File: src/rtl/io_port_bank.sv
// rtl/io_port_bank.sv - I/O register bank: PIN/PORT/DDR per port, synchronised inputs, pin-change IRQs.
// Optional IO_PIN_TOGGLE_EN: writing a PIN address toggles the matching PORT bits.
module io_port_bank #(
    parameter int PORT_COUNT  = 3,
    parameter int PORT_WIDTH  = 8,
    parameter int ADDR_WIDTH  = 8,
    parameter int SYNC_STAGES = 2
) (
    input  logic                             clock,
    input  logic                             reset_n,
    input  logic [ADDR_WIDTH-1:0]            addr,
    input  logic                             write_en,
    input  logic [PORT_WIDTH-1:0]            write_data,
    input  logic                             read_en,
    output logic [PORT_WIDTH-1:0]            read_data,
    output logic                             read_valid,
    input  logic [PORT_COUNT*PORT_WIDTH-1:0] pins_in,
    output logic [PORT_COUNT*PORT_WIDTH-1:0] pins_out,
    output logic [PORT_COUNT*PORT_WIDTH-1:0] pins_dir,
    output logic [PORT_COUNT-1:0]            irq,
    output logic                             irq_any
);

    localparam int BW = PORT_COUNT * PORT_WIDTH;
    localparam int CW = $clog2(SYNC_STAGES + 2);
    localparam logic [CW-1:0] PRIME_DONE = CW'(SYNC_STAGES + 1);

    logic [SYNC_STAGES-1:0][BW-1:0] sync_q, sync_d;
    logic [BW-1:0]                  prev_q, prev_d;
    logic [BW-1:0]                  port_q, port_d;
    logic [BW-1:0]                  ddr_q, ddr_d;
    logic [BW-1:0]                  pcmsk_q, pcmsk_d;
    logic [PORT_COUNT-1:0]          pcifr_q, pcifr_d;
    logic [CW-1:0]                  prime_q, prime_d;
    logic [PORT_WIDTH-1:0]          read_data_q, read_data_d;
    logic                           read_valid_q, read_valid_d;

    logic [BW-1:0]                  pins_sync;
    logic [PORT_COUNT-1:0]          pc_set, pc_clear;
    logic [PORT_WIDTH-1:0]          rd_mux;

    assign pins_sync = sync_q[SYNC_STAGES-1];

    always_comb begin
        sync_d    = sync_q;
        sync_d[0] = pins_in;
        for (int i = 1; i < SYNC_STAGES; i++) begin
            sync_d[i] = sync_q[i-1];
        end
        prev_d  = pins_sync;
        prime_d = (prime_q == PRIME_DONE) ? prime_q : prime_q + CW'(1);
    end

    // Change detection stays off until the synchroniser and prev registers hold real pad values.
    always_comb begin
        pc_set = '0;
        for (int k = 0; k < PORT_COUNT; k++) begin
            pc_set[k] = (prime_q == PRIME_DONE) &&
                        (|((pins_sync[k*PORT_WIDTH +: PORT_WIDTH] ^ prev_q[k*PORT_WIDTH +: PORT_WIDTH])
                           & pcmsk_q[k*PORT_WIDTH +: PORT_WIDTH]));
        end
    end

    always_comb begin
        port_d   = port_q;
        ddr_d    = ddr_q;
        pcmsk_d  = pcmsk_q;
        pc_clear = '0;
        if (write_en) begin
            for (int k = 0; k < PORT_COUNT; k++) begin
`ifdef IO_PIN_TOGGLE_EN
                if (addr == ADDR_WIDTH'(3*k)) begin
                    port_d[k*PORT_WIDTH +: PORT_WIDTH] = port_q[k*PORT_WIDTH +: PORT_WIDTH] ^ write_data;
                end
`endif
                if (addr == ADDR_WIDTH'(3*k + 1)) begin
                    port_d[k*PORT_WIDTH +: PORT_WIDTH] = write_data;
                end
                if (addr == ADDR_WIDTH'(3*k + 2)) begin
                    ddr_d[k*PORT_WIDTH +: PORT_WIDTH] = write_data;
                end
                if (addr == ADDR_WIDTH'(3*PORT_COUNT + k)) begin
                    pcmsk_d[k*PORT_WIDTH +: PORT_WIDTH] = write_data;
                end
            end
            if (addr == ADDR_WIDTH'(4*PORT_COUNT)) begin
                pc_clear = write_data[PORT_COUNT-1:0];
            end
        end
        // A new edge beats a simultaneous write-1-to-clear.
        pcifr_d = (pcifr_q & ~pc_clear) | pc_set;
    end

    // Reads see pre-write register state, so read-during-write returns the old value.
    always_comb begin
        rd_mux = '0;
        for (int k = 0; k < PORT_COUNT; k++) begin
            if (addr == ADDR_WIDTH'(3*k)) begin
                rd_mux = pins_sync[k*PORT_WIDTH +: PORT_WIDTH];
            end
            if (addr == ADDR_WIDTH'(3*k + 1)) begin
                rd_mux = port_q[k*PORT_WIDTH +: PORT_WIDTH];
            end
            if (addr == ADDR_WIDTH'(3*k + 2)) begin
                rd_mux = ddr_q[k*PORT_WIDTH +: PORT_WIDTH];
            end
            if (addr == ADDR_WIDTH'(3*PORT_COUNT + k)) begin
                rd_mux = pcmsk_q[k*PORT_WIDTH +: PORT_WIDTH];
            end
        end
        if (addr == ADDR_WIDTH'(4*PORT_COUNT)) begin
            rd_mux = PORT_WIDTH'(pcifr_q);
        end
        read_data_d  = read_en ? rd_mux : read_data_q;
        read_valid_d = read_en;
    end

    always_ff @(posedge clock or negedge reset_n) begin
        if (!reset_n) begin
            sync_q       <= '0;
            prev_q       <= '0;
            port_q       <= '0;
            ddr_q        <= '0;
            pcmsk_q      <= '0;
            pcifr_q      <= '0;
            prime_q      <= '0;
            read_data_q  <= '0;
            read_valid_q <= 1'b0;
        end else begin
            sync_q       <= sync_d;
            prev_q       <= prev_d;
            port_q       <= port_d;
            ddr_q        <= ddr_d;
            pcmsk_q      <= pcmsk_d;
            pcifr_q      <= pcifr_d;
            prime_q      <= prime_d;
            read_data_q  <= read_data_d;
            read_valid_q <= read_valid_d;
        end
    end

    assign read_data  = read_data_q;
    assign read_valid = read_valid_q;
    assign pins_out   = port_q;
    assign pins_dir   = ddr_q;
    assign irq        = pcifr_q;
    assign irq_any    = |pcifr_q;

endmodule

File: config.mk
export PLATFORM = sky130hd
export DESIGN_NAME = io_port_bank
export DESIGN_NICKNAME = d
export VERILOG_FILES = /design/src/rtl/io_port_bank.sv
export SDC_FILE = /design/constraint.sdc
export NUM_CORES = 1
export LEC_CHECK = 0
export ABC_AREA = 1
export BUFFER_PORTS_ARGS = -buffer_cell sky130_fd_sc_hd__buf_4
export CORE_MARGIN = 2
export CORE_UTILIZATION = 40
export CTS_CLUSTER_DIAMETER = 120
export CTS_CLUSTER_SIZE = 16
export DETAILED_ROUTE_END_ITERATION = 8
export PLACE_DENSITY_LB_ADDON = 0.12
export SLEW_MARGIN = 20
export SYNTH_ARGS = -nofsm -noshare
export SYNTH_HDL_FRONTEND = slang
export SYNTH_SLANG_ARGS = --single-unit
export TNS_END_PERCENT = 100
File: constraint.sdc
create_clock -name clock -period 1.6 [get_ports clock]
set_clock_uncertainty 0.05 [all_clocks]
set_input_delay 0 -clock clock [delete_from_list [all_inputs] [get_ports clock]]
set_output_delay 0 -clock clock [all_outputs]
set_load 0.1 [all_outputs]
Word level (Yosys, flattened, before mapping)
Cells that the tools add are included.
{"block": "totals", "input_bits": 44, "output_inout_bits": 61, "elab_cells": 71, "regBits": 158}
{"block": "op_classes", "n_mux": 15, "n_reduce_logical": 17, "bitwise": 9, "n_eq_ne": 13, "add_sub_neg": 1}
{"operator": "$mux 8", "count": 13}
{"operator": "$eq 8x4->1 const B", "count": 5}
{"operator": "$eq 8x3->1 const B", "count": 4}
{"operator": "$and 8x8->8", "count": 3}
{"operator": "$reduce_or 8->1", "count": 3}
{"operator": "$xor 8x8->8", "count": 3}
{"operator": "$reduce_and 2->1", "count": 9}
{"operator": "$eq 8x2->1 const B", "count": 2}
{"operator": "$eq 8x1->1 const B", "count": 1}
{"operator": "$logic_not 8->1", "count": 1}
{"operator": "$mux 3", "count": 2}
{"operator": "$and 3x3->3", "count": 1}
{"operator": "$logic_and 1x1->1", "count": 3}
{"operator": "$not 3->3", "count": 1}
{"operator": "$or 3x3->3", "count": 1}
{"operator": "$reduce_or 3->1", "count": 1}
{"operator": "$add 2x1->2 const B", "count": 1}
{"operator": "$eq 2x2->1 const B", "count": 1}

Depth between registers and ports, before layout
Gate-level depths: netlist of run 1.
{"block": "depth", "ltp_word": 14, "depth_mapped": 15, "ltp_nobuf": 15}

Worst setup path before layout of run 1
No wires, ideal clock.
{"block": "synth_timing", "path_type": "flip-flop to output port", "from": "register pcifr_q[1] (netlist: irq[1])", "to": "output port irq_any", "path_buffers": 0, "t_arrival_ns": 1.824, "required_time_ns": 1.550, "stages_incl_launch_ff": 3, "slack_ns": -0.274, "cell_sequence": "dfrtp_1 inv_1 nand3_1"}
{"block": "synth_between", "elab_chain_len": 1}
{"item": "start, declared", "line_no": "33", "text": "logic [PORT_COUNT-1:0] pcifr_q, pcifr_d;"}
{"item": "start signal, assigned", "line_no": "135", "text": "pcifr_q <= pcifr_d;"}
{"item": "$reduce_or 3->1", "line_no": "147", "text": "assign irq_any = |pcifr_q;"}
{"item": "end, declared", "line_no": "21", "text": "output logic irq_any"}
Every way passes these cells.

Worst setup path after layout of run 1
{"block": "layout_timing", "from": "register sync_q, in the netlist pins_sync[6]", "to": "register read_data_q[6] (netlist: read_data[6])"}
{"block": "layout_between", "elab_chain_len": 13}
{"item": "start, declared", "line_no": "28", "text": "logic [SYNC_STAGES-1:0][BW-1:0] sync_q, sync_d;"}
{"item": "start signal, assigned", "line_no": "130", "text": "sync_q <= sync_d;"}
{"item": "$mux 8", "line_no": "98", "text": "if (addr == ADDR_WIDTH'(3*k)) begin"}
{"item": "$mux 8", "line_no": "101", "text": "if (addr == ADDR_WIDTH'(3*k + 1)) begin"}
{"item": "$mux 8", "line_no": "104", "text": "if (addr == ADDR_WIDTH'(3*k + 2)) begin"}
{"item": "$mux 8", "line_no": "107", "text": "if (addr == ADDR_WIDTH'(3*PORT_COUNT + k)) begin"}
{"item": "$mux 8", "line_no": "98"}
{"item": "$mux 8", "line_no": "101"}
{"item": "$mux 8", "line_no": "104"}
{"item": "$mux 8", "line_no": "107"}
{"item": "$mux 8", "line_no": "98"}
{"item": "$mux 8", "line_no": "101"}
{"item": "$mux 8", "line_no": "104"}
{"item": "$mux 8", "line_no": "107"}
{"item": "$mux 8", "line_no": "111", "text": "if (addr == ADDR_WIDTH'(4*PORT_COUNT)) begin"}
{"item": "end signal, assigned", "line_no": "137", "text": "read_data_q <= read_data_d;"}
{"item": "end, declared", "line_no": "35", "text": "logic [PORT_WIDTH-1:0] read_data_q, read_data_d;"}
Every way passes these cells.
A chain may end at the register's enable or synchronous reset.

==> results of run 1 <==
## power breakdown
| group | internal, W | switching (W) | total, W |
|---|---|---|---|
| registers | 0.00419 | 0.000146 | 0.00433 |
| clock network | 0.00218 | 0.00165 | 0.00383 |
| logic | 0.000354 | 0.000866 | 0.00122 |
## stage by stage
step	cell area [sq um]	setup TNS, ns	setup WS (ns)	util [%]	hold WS (ns)
after detailed placement	7770	-0.285	-0.126	49.2	-0.0982
final	8630	0	0.0561	54.7	0.00923
after CTS	8600	0	0.0119	54.5	0.0162
after floorplan	6410	0	0.0411	-	-0.346
after global routing	8630	-0.0700	-0.0472	54.7	0.0438
after global placement	7770	-0.120	-0.0726	49.2	-0.103
## how the worst max path moves through the flow
stage,start,endpoint,cells past startpoint
global route,pins_sync[6],read_data[6],9
floorplan,pins_out[5],read_data[5],8
finish,pins_sync[6],read_data[6],9
detailed placement,addr[7],read_data[4],14
global placement,addr[5],read_data[4],14
CTS,pins_sync[9],irq[1],6
## kinds of logic after synthesis
group	synth area share [%]
buffers and inverters	4.62
AOI/OAI and AO/OA	9.80
DFF	61.8
xor gates and xnor gates	0.274
muxes	0.176
and+or+nand+nor	23.1
adders and majority gates	0.196
## cells in the mapped netlist
master / n / area share (%)
nand2_1: 222 / 13
nand2_4: 1 / 0.18
o22ai_1: 2 / 0.20
mux2_2: 1 / 0.18
inv_2: 13 / 0.76
dfrtp_1: 158 / 62
nor2_1: 37 / 2.2
nand2_2: 5 / 0.49
nor2_2: 3 / 0.29
or2_2: 10 / 0.98
xnor2_1: 1 / 0.14
clkbuf_1: 5 / 0.29
nor2_4: 3 / 0.53
nand3b_1: 2 / 0.23
nor3_4: 2 / 0.51
inv_1: 50 / 2.9
buf_2: 5 / 0.39
nand4_1: 11 / 1.1
o21ai_0: 83 / 6.5
a21oi_1: 12 / 0.94
o2111ai_1: 2 / 0.27
nor4_4: 1 / 0.33
ha_1: 1 / 0.20
o41ai_1: 3 / 0.41
xor2_1: 1 / 0.14
clkinv_1: 1 / 0.059
buf_6: 1 / 0.18
nor3_1: 5 / 0.39
o21ai_1: 16 / 1.3
nand3_1: 26 / 2.0
nor3_2: 3 / 0.47
o21bai_1: 1 / 0.12
or2_0: 4 / 0.39
a21o_1: 1 / 0.12
## area by class of cell
cell class	count	share of cell area, %
flip-flops and latches	158	45.9
multi-input cells	459	25.3
repair buffers	171	16.4
clock buffers	19	5.13
well taps	216	3.13
inverters	64	2.78
clock inverters	13	1.33
## flip-flops by register name, indices dropped and copies added (netlist names)
register,count
prime_q,2
pins_dir,24
prev_q,24
pins_out,24
pins_sync,24
sync_d,24
pcmsk_q,24
read_data,8
irq,3
read_valid,1
## layer usage
metal  share of wire [%]  up-vias  track usage, %
met5                   0        -               0
met4                 2.1        0            7.82
met3                 6.7       22            5.25
met2                  45      210            33.7
met1                  46     2568            32.8
li1                    -     2598               -
## repair_timing
action                     in CTS  in global routing
setup endpoints to repair       2                  6
gates resized for setup         2                  6
hold buffers                   26                  0
pin swaps                       0                  3
buffers inserted                0                  2
hold endpoints to repair      191                  0
## worst min-delay path, delay by kind of cell
| kind | cells | cell delay, ns |
|---|---|---|
| and+or+nand+nor | 1 | 0.06 |
| buffers and inverters | 2 | 0.28 |
| AOI/OAI and AO/OA | 1 | 0.10 |
==> flow_metrics.env, run 1 <==
export IMPL_hold_depth=4
export IMPL_vdd_drop_max_uv=710
export IMPL_max_cap_violations=0
export IMPL_final_max_slew_viol_count=0
export IMPL_crit_chain="buf_4, nand2_1, nand3_1, nor2_2, nand4_1, nor2_1, nand3_1, o21bai_1, nand2_1"
export IMPL_cts_tree="built"
export IMPL_clockBufferDepth=2
export IMPL_grt_pass1_wl_um=28000
export IMPL_grt_pass1_vias=5009
export IMPL_antenna_cells=0
export IMPL_root_buffer="clkbuf_16"
export IMPL_multi_input_area_sq_mm=0.00218
export IMPL_start_util_pct=40.6
export IMPL_cp_arrival_ns=1.81
export IMPL_min_from="write_en"
export IMPL_p_total_w=0.00938
export IMPL_start_kind="flop"
export IMPL_drive_gt1_share_pct=26.5
export IMPL_synthCells=692
export IMPL_slew_headroom_pct=63.1
export IMPL_min_period_over_period_pct=96.5
export IMPL_most_common_layout_cells="nand2_1 (222), dfrtp_1 (149), buf_4 (139)"
export IMPL_hp_class="input pin to flop"
export IMPL_finalSetupViolations=0
export IMPL_clk_pin_slew_ns=0.06
export IMPL_cp_max_fo=4
export IMPL_critPathRequiredTime_ns=1.86
export IMPL_netlist_area_sq_mm=0.00639
export IMPL_detail_route_wl_per_cell_um=16.4
export IMPL_nFillCells=1475
export IMPL_io_buffers=104
export IMPL_io_pins=105
export IMPL_ys_types=34
export IMPL_final_common_cell="nand2_1"
export IMPL_crit_family="simple AND/OR/NAND/NOR gates"
export IMPL_ff2ff_setup_slack_ns=0.06
export IMPL_grt_ovfl_total=0
export IMPL_cp_slowest_cell="dfrtp_1"
export IMPL_dpl_hpwl_um=13000
export IMPL_rsz0062_at_grt="true"
export IMPL_worst_pin_slew_ns=0.553
export IMPL_h_tree_depth=4
export IMPL_wirelength_um=18000
export IMPL_status="completed"
export IMPL_place_congestion=0.942
export IMPL_cp_slowest_stage_delay_ns=0.41
export IMPL_place_inst=1040
export IMPL_fin_nets=916
export IMPL_synth_seq_cells=158
export IMPL_drt_first_pass_iters=6
export IMPL_fmax_ghz=0.648
export IMPL_grt_start_max_net_pins=47
export IMPL_fp_row_count=46
export IMPL_worstReg2RegEnd="read_data[6]"
export IMPL_die_w_um=130
export IMPL_p_per_area_mw_per_mm2=1090
export IMPL_vias=5398
export IMPL_worst_r2r_cell_count=9
export IMPL_fp_dieArea_sq_mm=0.0170
export IMPL_clock_sinks=158
export IMPL_area_growth_pct=35.0
export IMPL_r2r_start="pins_sync[6]"
export IMPL_cp_end_kind="flop"
export IMPL_layout_min_cycle_time_ns=1.54
export IMPL_remaining_drc_errors=0
export IMPL_insertion_delay_ns=0.43
export IMPL_ff_latch_area_sq_mm=0.00397
export IMPL_yosysWarnings=0
export IMPL_fin_cells=1100
export IMPL_routed_via_density=4.91
export IMPL_hold_path_end="irq[2]"
export IMPL_globalRouteTotalUtil_pct=22.6
export IMPL_core_sq_mm=0.0158
export IMPL_antenna_found_initial=0
export IMPL_ys_seq_area_share_pct=61.8
export IMPL_numCtsBuffers=17
export IMPL_worstSetupPathType="flop to flop"
export IMPL_die_y_um=130
export IMPL_ant_nets=0
export IMPL_crit_buf_inv=1
export IMPL_hold_violations=0
export IMPL_synth_avg_cell_area_sq_um=9.24
export IMPL_leakage_nw=4.17
export IMPL_syn_nets=737
export IMPL_drtIter0Drc=474
Power figures use the tool's default switching activity.
==> run 2: changes to the inputs <==
--- a/config.mk
+++ b/config.mk
@@ -5,7 +5,6 @@
 export SDC_FILE = /design/constraint.sdc
 export NUM_CORES = 1
 export LEC_CHECK = 0
-export ABC_AREA = 1
 export BUFFER_PORTS_ARGS = -buffer_cell sky130_fd_sc_hd__buf_4
 export CORE_MARGIN = 2
 export CORE_UTILIZATION = 40
==> run 2 against run 1 <==
- non-clock buffer count up 41
- sequential power is essentially flat
- flip-flop and latch count unchanged
- register-to-register slack lost 0.02 ns
- hold slack better by 0.019 ns
- wire length increased by 11%
- count of clock-buffer cells in the layout is 2 lower
- critical path depth decreased by 4
- core utilization grew 1.1 points
- first-iteration DRC count down 34%
- final area increased by 6.9%
- via count fell by 6.5%
- critical path type unchanged
==> flow_metrics.env, run 2 <==
export IMPL_status="completed"
export IMPL_drive_gt1_share_pct=45.1
export IMPL_synth_commonest_cells="dfrtp_1 (158), mux2_2 (78), a22oi_1 (28), xor2_1 (25), o21ai_0 (22)"
export IMPL_worst_r2r_cell_count=5
export IMPL_ff2ff_setup_slack_ns=0.03
export IMPL_synthMostInstantiatedCell="dfrtp_1"
export IMPL_core_sq_mm=0.0165
export IMPL_final_max_slew_viol_count=0
export IMPL_die_y_um=134
export IMPL_io_pins=105
export IMPL_grt_start_max_net_pins=51
export IMPL_grt_pass1_wl_um=31100
export IMPL_io_buffers=104
export IMPL_p_total_w=0.00969
export IMPL_worstSetupPathType="flop to flop"
export IMPL_fin_nets=768
export IMPL_numCtsBuffers=17
export IMPL_ant_nets=0
export IMPL_synth_top_area_share_pct=58.6
export IMPL_dpl_hpwl_um=14800
export IMPL_antenna_cells=0
export IMPL_p_per_area_mw_per_mm2=1050
export IMPL_yosysWarnings=0
export IMPL_max_cap_violations=0
export IMPL_stdcell_area_sq_mm=0.00923
export IMPL_wirelength_um=20100
export IMPL_drt_first_pass_iters=5
export IMPL_worst_pin_slew_ns=0.493
export IMPL_cp_arrival_ns=1.82
export IMPL_slew_headroom_pct=67.2
export IMPL_clk_pin_slew_ns=0.07
export IMPL_place_congestion=0.977
export IMPL_multi_input_area_sq_mm=0.00268
export IMPL_detail_route_wl_per_cell_um=21.0
export IMPL_globalRouteTotalUtil_pct=23.5
export IMPL_synth_edf_count=0
export IMPL_cp_max_fo=2
export IMPL_fin_hold_ws_ns=0.0284
export IMPL_yosys_top_cells_area="dfrtp_1 (59%), mux2_2 (13%), xor2_1 (3.2%)"
export IMPL_h_tree_depth=4
export IMPL_nFillCells=1423
export IMPL_fp_row_count=47
export IMPL_clock_sinks=158
export IMPL_ff_latch_area_sq_mm=0.00398
export IMPL_leakage_nw=4.29
export IMPL_drtIter0Drc=313
export IMPL_start_util_pct=40.8
export IMPL_fp_dieArea_sq_mm=0.0179
export IMPL_area_growth_pct=36.8
export IMPL_rsz0062_at_grt="true"
export IMPL_vias=5047
export IMPL_cp_end_kind="flop"
export IMPL_critPathRequiredTime_ns=1.86
export IMPL_root_buffer="clkbuf_16"
export IMPL_clockBufferDepth=2
export IMPL_synthArstFlopShare_pct=100
export IMPL_remaining_drc_errors=0
export IMPL_synthCells=519
export IMPL_yosys_area_top_type="dfrtp_1"
export IMPL_setup_tns_final_ns=0
export IMPL_cp_startpoint="pins_sync[13]"
export IMPL_syn_nets=564
export IMPL_hp_class="input pin to asynchronous set/reset pin"
export IMPL_insertion_delay_ns=0.43
export IMPL_synth_seq_cells=158
export IMPL_place_inst=889
export IMPL_layout_min_cycle_time_ns=1.57
export IMPL_die_w_um=134
export IMPL_fmax_ghz=0.637
export IMPL_synth_avg_cell_area_sq_um=13.0
export IMPL_most_common_layout_cells="buf_4 (173), dfrtp_1 (134), mux2_2 (78)"
export IMPL_fin_cells=956
export IMPL_finalSetupViolations=0
export IMPL_vdd_drop_max_uv=614
export IMPL_antenna_found_initial=0
export IMPL_synthFlopType="dfrtp_1"
export IMPL_hold_violations=0
export IMPL_min_period_over_period_pct=98.0
export IMPL_ys_types=64
export IMPL_grt_pass1_vias=5272
export IMPL_start_kind="flop"
export IMPL_netlist_area_sq_mm=0.00674
export IMPL_grt_ovfl_total=0
export IMPL_routed_via_density=5.28
export IMPL_final_common_cell="buf_4"
export IMPL_ys_seq_area_share_pct=58.6
export IMPL_cts_tree="built"
export IMPL_r2r_start="pins_sync[13]"
export IMPL_worstReg2RegEnd="irq[1]"
export IMPL_placed_cell_area_sq_mm=0.00831
## run 2: metal layers
| metal | part of all wire [%] | up-vias | wire length, um | global-route usage (%) |
|---|---|---|---|---|
| li1 | - | 2324 | - | - |
| met1 | 46 | 2541 | 9260 | 32.2 |
| met2 | 46 | 156 | 9220 | 36.0 |
| met3 | 5.4 | 26 | 1090 | 5.33 |
| met4 | 2.6 | 0 | 514 | 10.3 |
| met5 | 0 | - | 0 | 0 |
## run 2: worst max-delay path, stage by stage, from the launching register on
cell	delay, ns
dfrtp_1	0.38
buf_4	0.14
xor2_1	0.16
a22oi_2	0.14
nand4_1	0.29
a22o_1	0.29
## run 2: worst max-delay path by stage
stage	to	slack, ns	depth (start not counted)
after floorplan	read_data[6]	-0.1	5
after global placement	pins_out[20]	-0.28	6
after detailed placement	pins_out[19]	-0.34	6
after CTS	irq[1]	0.0005	5
after global routing	irq[1]	-0.005	5
final	irq[1]	0.03	5
## run 2: repair_timing
| action | CTS | global route |
|---|---|---|
| gates resized for setup | 0 | 4 |
| pin swaps | 2 | 1 |
| hold endpoints to repair | 261 | 0 |
| setup endpoints to repair | 1 | 4 |
| cloned | 0 | 0 |
| hold buffers | 35 | 0 |
| setup buffers | 0 | 0 |
## run 2: per-stage QoR
stage	setup WS (ns)	utilization, %
finish	0.0314	55.8
global route	-0.00518	55.8
CTS	0.000482	55.7
detailed placement	-0.336	50.3
global placement	-0.283	50.3
floorplan	-0.0991	-
## run 2: power breakdown
group          internal [W]  switching [W]
combinational      0.000508        0.00104
clock               0.00204        0.00175
sequential          0.00419       0.000155
## run 2: cells by family (layout without fill, tap and decap cells)
group	count (synthesis)	count (layout)	share of synthesized area [%]
compound gates	106	106	11.3
xor+xnor	26	26	3.38
fa+ha+maj	1	1	0.186
buf+inv	31	248	1.97
flops	158	158	58.6
mux	87	87	14.4
simple gates	110	110	10.2
## run 2: cell type report
class,count,share of cell area [%]
multi-input cells,330,29.0
well taps,220,2.98
flip-flops and latches,158,43.2
inverters,4,0.163
clock inverters,15,1.37
clock buffers,17,4.61
repair buffers,212,18.6
==> run 3: changes to the inputs <==
--- a/config.mk
+++ b/config.mk
@@ -12,6 +12,7 @@
 export CTS_CLUSTER_SIZE = 16
 export DETAILED_ROUTE_END_ITERATION = 8
 export PLACE_DENSITY_LB_ADDON = 0.12
+export SKIP_CTS_REPAIR_TIMING = 1
 export SLEW_MARGIN = 20
 export SYNTH_ARGS = -nofsm -noshare
 export SYNTH_HDL_FRONTEND = slang
==> constraint.sdc (replaced) <==
create_clock -name clock -period 1.9 [get_ports clock]
set_clock_uncertainty 0.05 [all_clocks]
set_input_delay 0 -clock clock [delete_from_list [all_inputs] [get_ports clock]]
set_output_delay 0 -clock clock [all_outputs]
set_load 0.01 [all_outputs]
==> run 3 against run 2 <==
- flip-flop and latch count unchanged
- sequential power decreased by 16%
- wire length decreased by 0.41%
- global-route usage about the same
- setup slack improved by 0.19 ns
- largest power group unchanged
==> flow_metrics.env, run 3 (synthesized netlist as in run 2, its figures left out) <==
export IMPL_finalSetupViolations=0
export IMPL_insertion_delay_ns=0.43
export IMPL_cts_tree="built"
export IMPL_p_per_area_mw_per_mm2=871
export IMPL_status="completed"
export IMPL_rsz0062_at_grt="false"
export IMPL_vdd_drop_max_uv=608
export IMPL_wirelength_um=20000
export IMPL_most_common_layout_cells="dfrtp_1 (158), buf_4 (137), mux2_2 (78)"
export IMPL_crit_chain="mux2i_1, nor3b_1, a311o_1, a22oi_1, o21ai_0"
export IMPL_leakage_nw=4.17
export IMPL_crit_family="compound AO/OA/AOI/OAI gates"
export IMPL_hp_class="input pin to asynchronous set/reset pin"
export IMPL_ff_latch_area_sq_mm=0.00395
export IMPL_path_depth=5
export IMPL_start_util_pct=40.8
export IMPL_drive_gt1_share_pct=38.1
export IMPL_nFillCells=1470
export IMPL_clock_sinks=158
export IMPL_start_kind="flop"
export IMPL_drt_first_pass_iters=5
export IMPL_cp_startpoint="pins_sync[13]"
export IMPL_die_y_um=134
export IMPL_routed_via_density=5.41
export IMPL_antenna_found_initial=0
export IMPL_numCtsBuffers=17
export IMPL_grt_pass1_vias=5041
export IMPL_worst_r2r_cell_count=5
export IMPL_crit_buf_inv=0
export IMPL_grt_start_max_net_pins=51
export IMPL_cp_max_fo=3
export IMPL_ant_nets=0
export IMPL_place_congestion=0.883
export IMPL_dpl_hpwl_um=14500
export IMPL_final_core_util_pct=54.3
export IMPL_clockBufferDepth=2
export IMPL_clk_pin_slew_ns=0.07
export IMPL_fp_row_count=47
export IMPL_drtIter0Drc=399
export IMPL_die_w_um=134
export IMPL_fin_hold_ws_ns=0.0410
export IMPL_area_growth_pct=33.1
export IMPL_final_max_slew_viol_count=0
export IMPL_cp_slowest_stage_delay_ns=0.40
export IMPL_min_period_over_period_pct=88.1
export IMPL_critPathRequiredTime_ns=2.15
export IMPL_io_pins=105
export IMPL_fmax_ghz=0.597
export IMPL_r2r_start="pins_sync[13]"
export IMPL_hold_violations=0
export IMPL_final_common_cell="dfrtp_1"
export IMPL_globalRouteTotalUtil_pct=23.4
export IMPL_layout_min_cycle_time_ns=1.67
export IMPL_slew_headroom_pct=63.2
export IMPL_worst_pin_slew_ns=0.545
export IMPL_cp_slowest_cell="dfrtp_1"
export IMPL_grt_pass1_wl_um=30900
export IMPL_grt_ovfl_total=0
export IMPL_fin_nets=734
export IMPL_fp_dieArea_sq_mm=0.0179
export IMPL_io_buffers=104
export IMPL_antenna_cells=0
export IMPL_worstSetupPathType="flop to flop"
export IMPL_h_tree_depth=4
export IMPL_max_cap_violations=0
export IMPL_cp_arrival_ns=1.92
export IMPL_multi_input_area_sq_mm=0.00266
export IMPL_cp_end_kind="flop"
export IMPL_detail_route_wl_per_cell_um=21.7
export IMPL_core_sq_mm=0.0165
export IMPL_root_buffer="clkbuf_16"
export IMPL_vias=4980
export IMPL_remaining_drc_errors=0
[run 3: changes by cell type in the layout (fill, tap and decap cells not counted), moves of 2 or more]
cell / delta
a22oi_2: -3
inv_8: -2
inv_6: -4
dfrtp_1: +24
buf_4: -36
bufinv_16: +2
dfrtp_2: -24
buf_12: +2
a22oi_1: +3
[run 3: path summary, 6_finish.rpt]
check / slack [ns] / end
setup / recovery: 0.23 / read_data[5]
hold / removal: 0.04 / sync_d[46]
setup reg to reg: 0.23 / read_data[5]
hold reg to reg: 0.30 / pins_sync[13]
max in group asynchronous: 1.14 / pcmsk_q[3]
min in group clock: 0.14 / read_data[2]
[run 3: where the power goes]
group	total, W	switching, W	internal (W)
logic	0.000799	0.000422	0.000377
clock network	0.00335	0.00138	0.00198
registers	0.00366	0.000130	0.00353
total	0.00781	0.00193	0.00588
[run 3: cell type report]
cell class,count,area share (%)
inverters,4,0.167
well taps,220,3.07
repair buffers,178,16.6
clock buffers,19,4.94
multi-input cells,330,29.6
flip-flops and latches,158,44.1
clock inverters,12,1.53
[run 3: per-layer routing]
| metal | wire length [um] | vias to the layer above | global-route usage [%] |
|---|---|---|---|
| li1 | - | 2266 | - |
| met5 | 0 | - | 0 |
| met4 | 335 | 0 | 7.21 |
| met2 | 9540 | 149 | 37.0 |
| met3 | 967 | 18 | 4.57 |
| met1 | 9160 | 2547 | 32.9 |
[run 3: metrics by stage]
| step | worst slack (ns) | area [sq um] | cells | setup TNS, ns | power (W) |
|---|---|---|---|---|---|
| 3_5_place_dp | -0.0194 | 8040 | 855 | -0.0299 | 0.00447 |
| 4_1_cts | 0.206 | 8620 | 886 | 0 | 0.00785 |
| 2_1_floorplan | 0.281 | 6740 | 519 | 0 | 0.00401 |
| 6_report | 0.226 | 8970 | 921 | 0 | 0.00781 |
| 3_3_place_gp | 0.0104 | 8040 | 855 | 0 | 0.00446 |
| 5_1_grt | 0.185 | 8970 | 921 | 0 | 0.00814 |
[run 3: worst register-to-register path, cell delays in order (launching register included)]
cell,delay [ns]
dfrtp_1,0.40
mux2i_1,0.16
nor3b_1,0.11
a311o_1,0.38
a22oi_1,0.31
o21ai_0,0.14
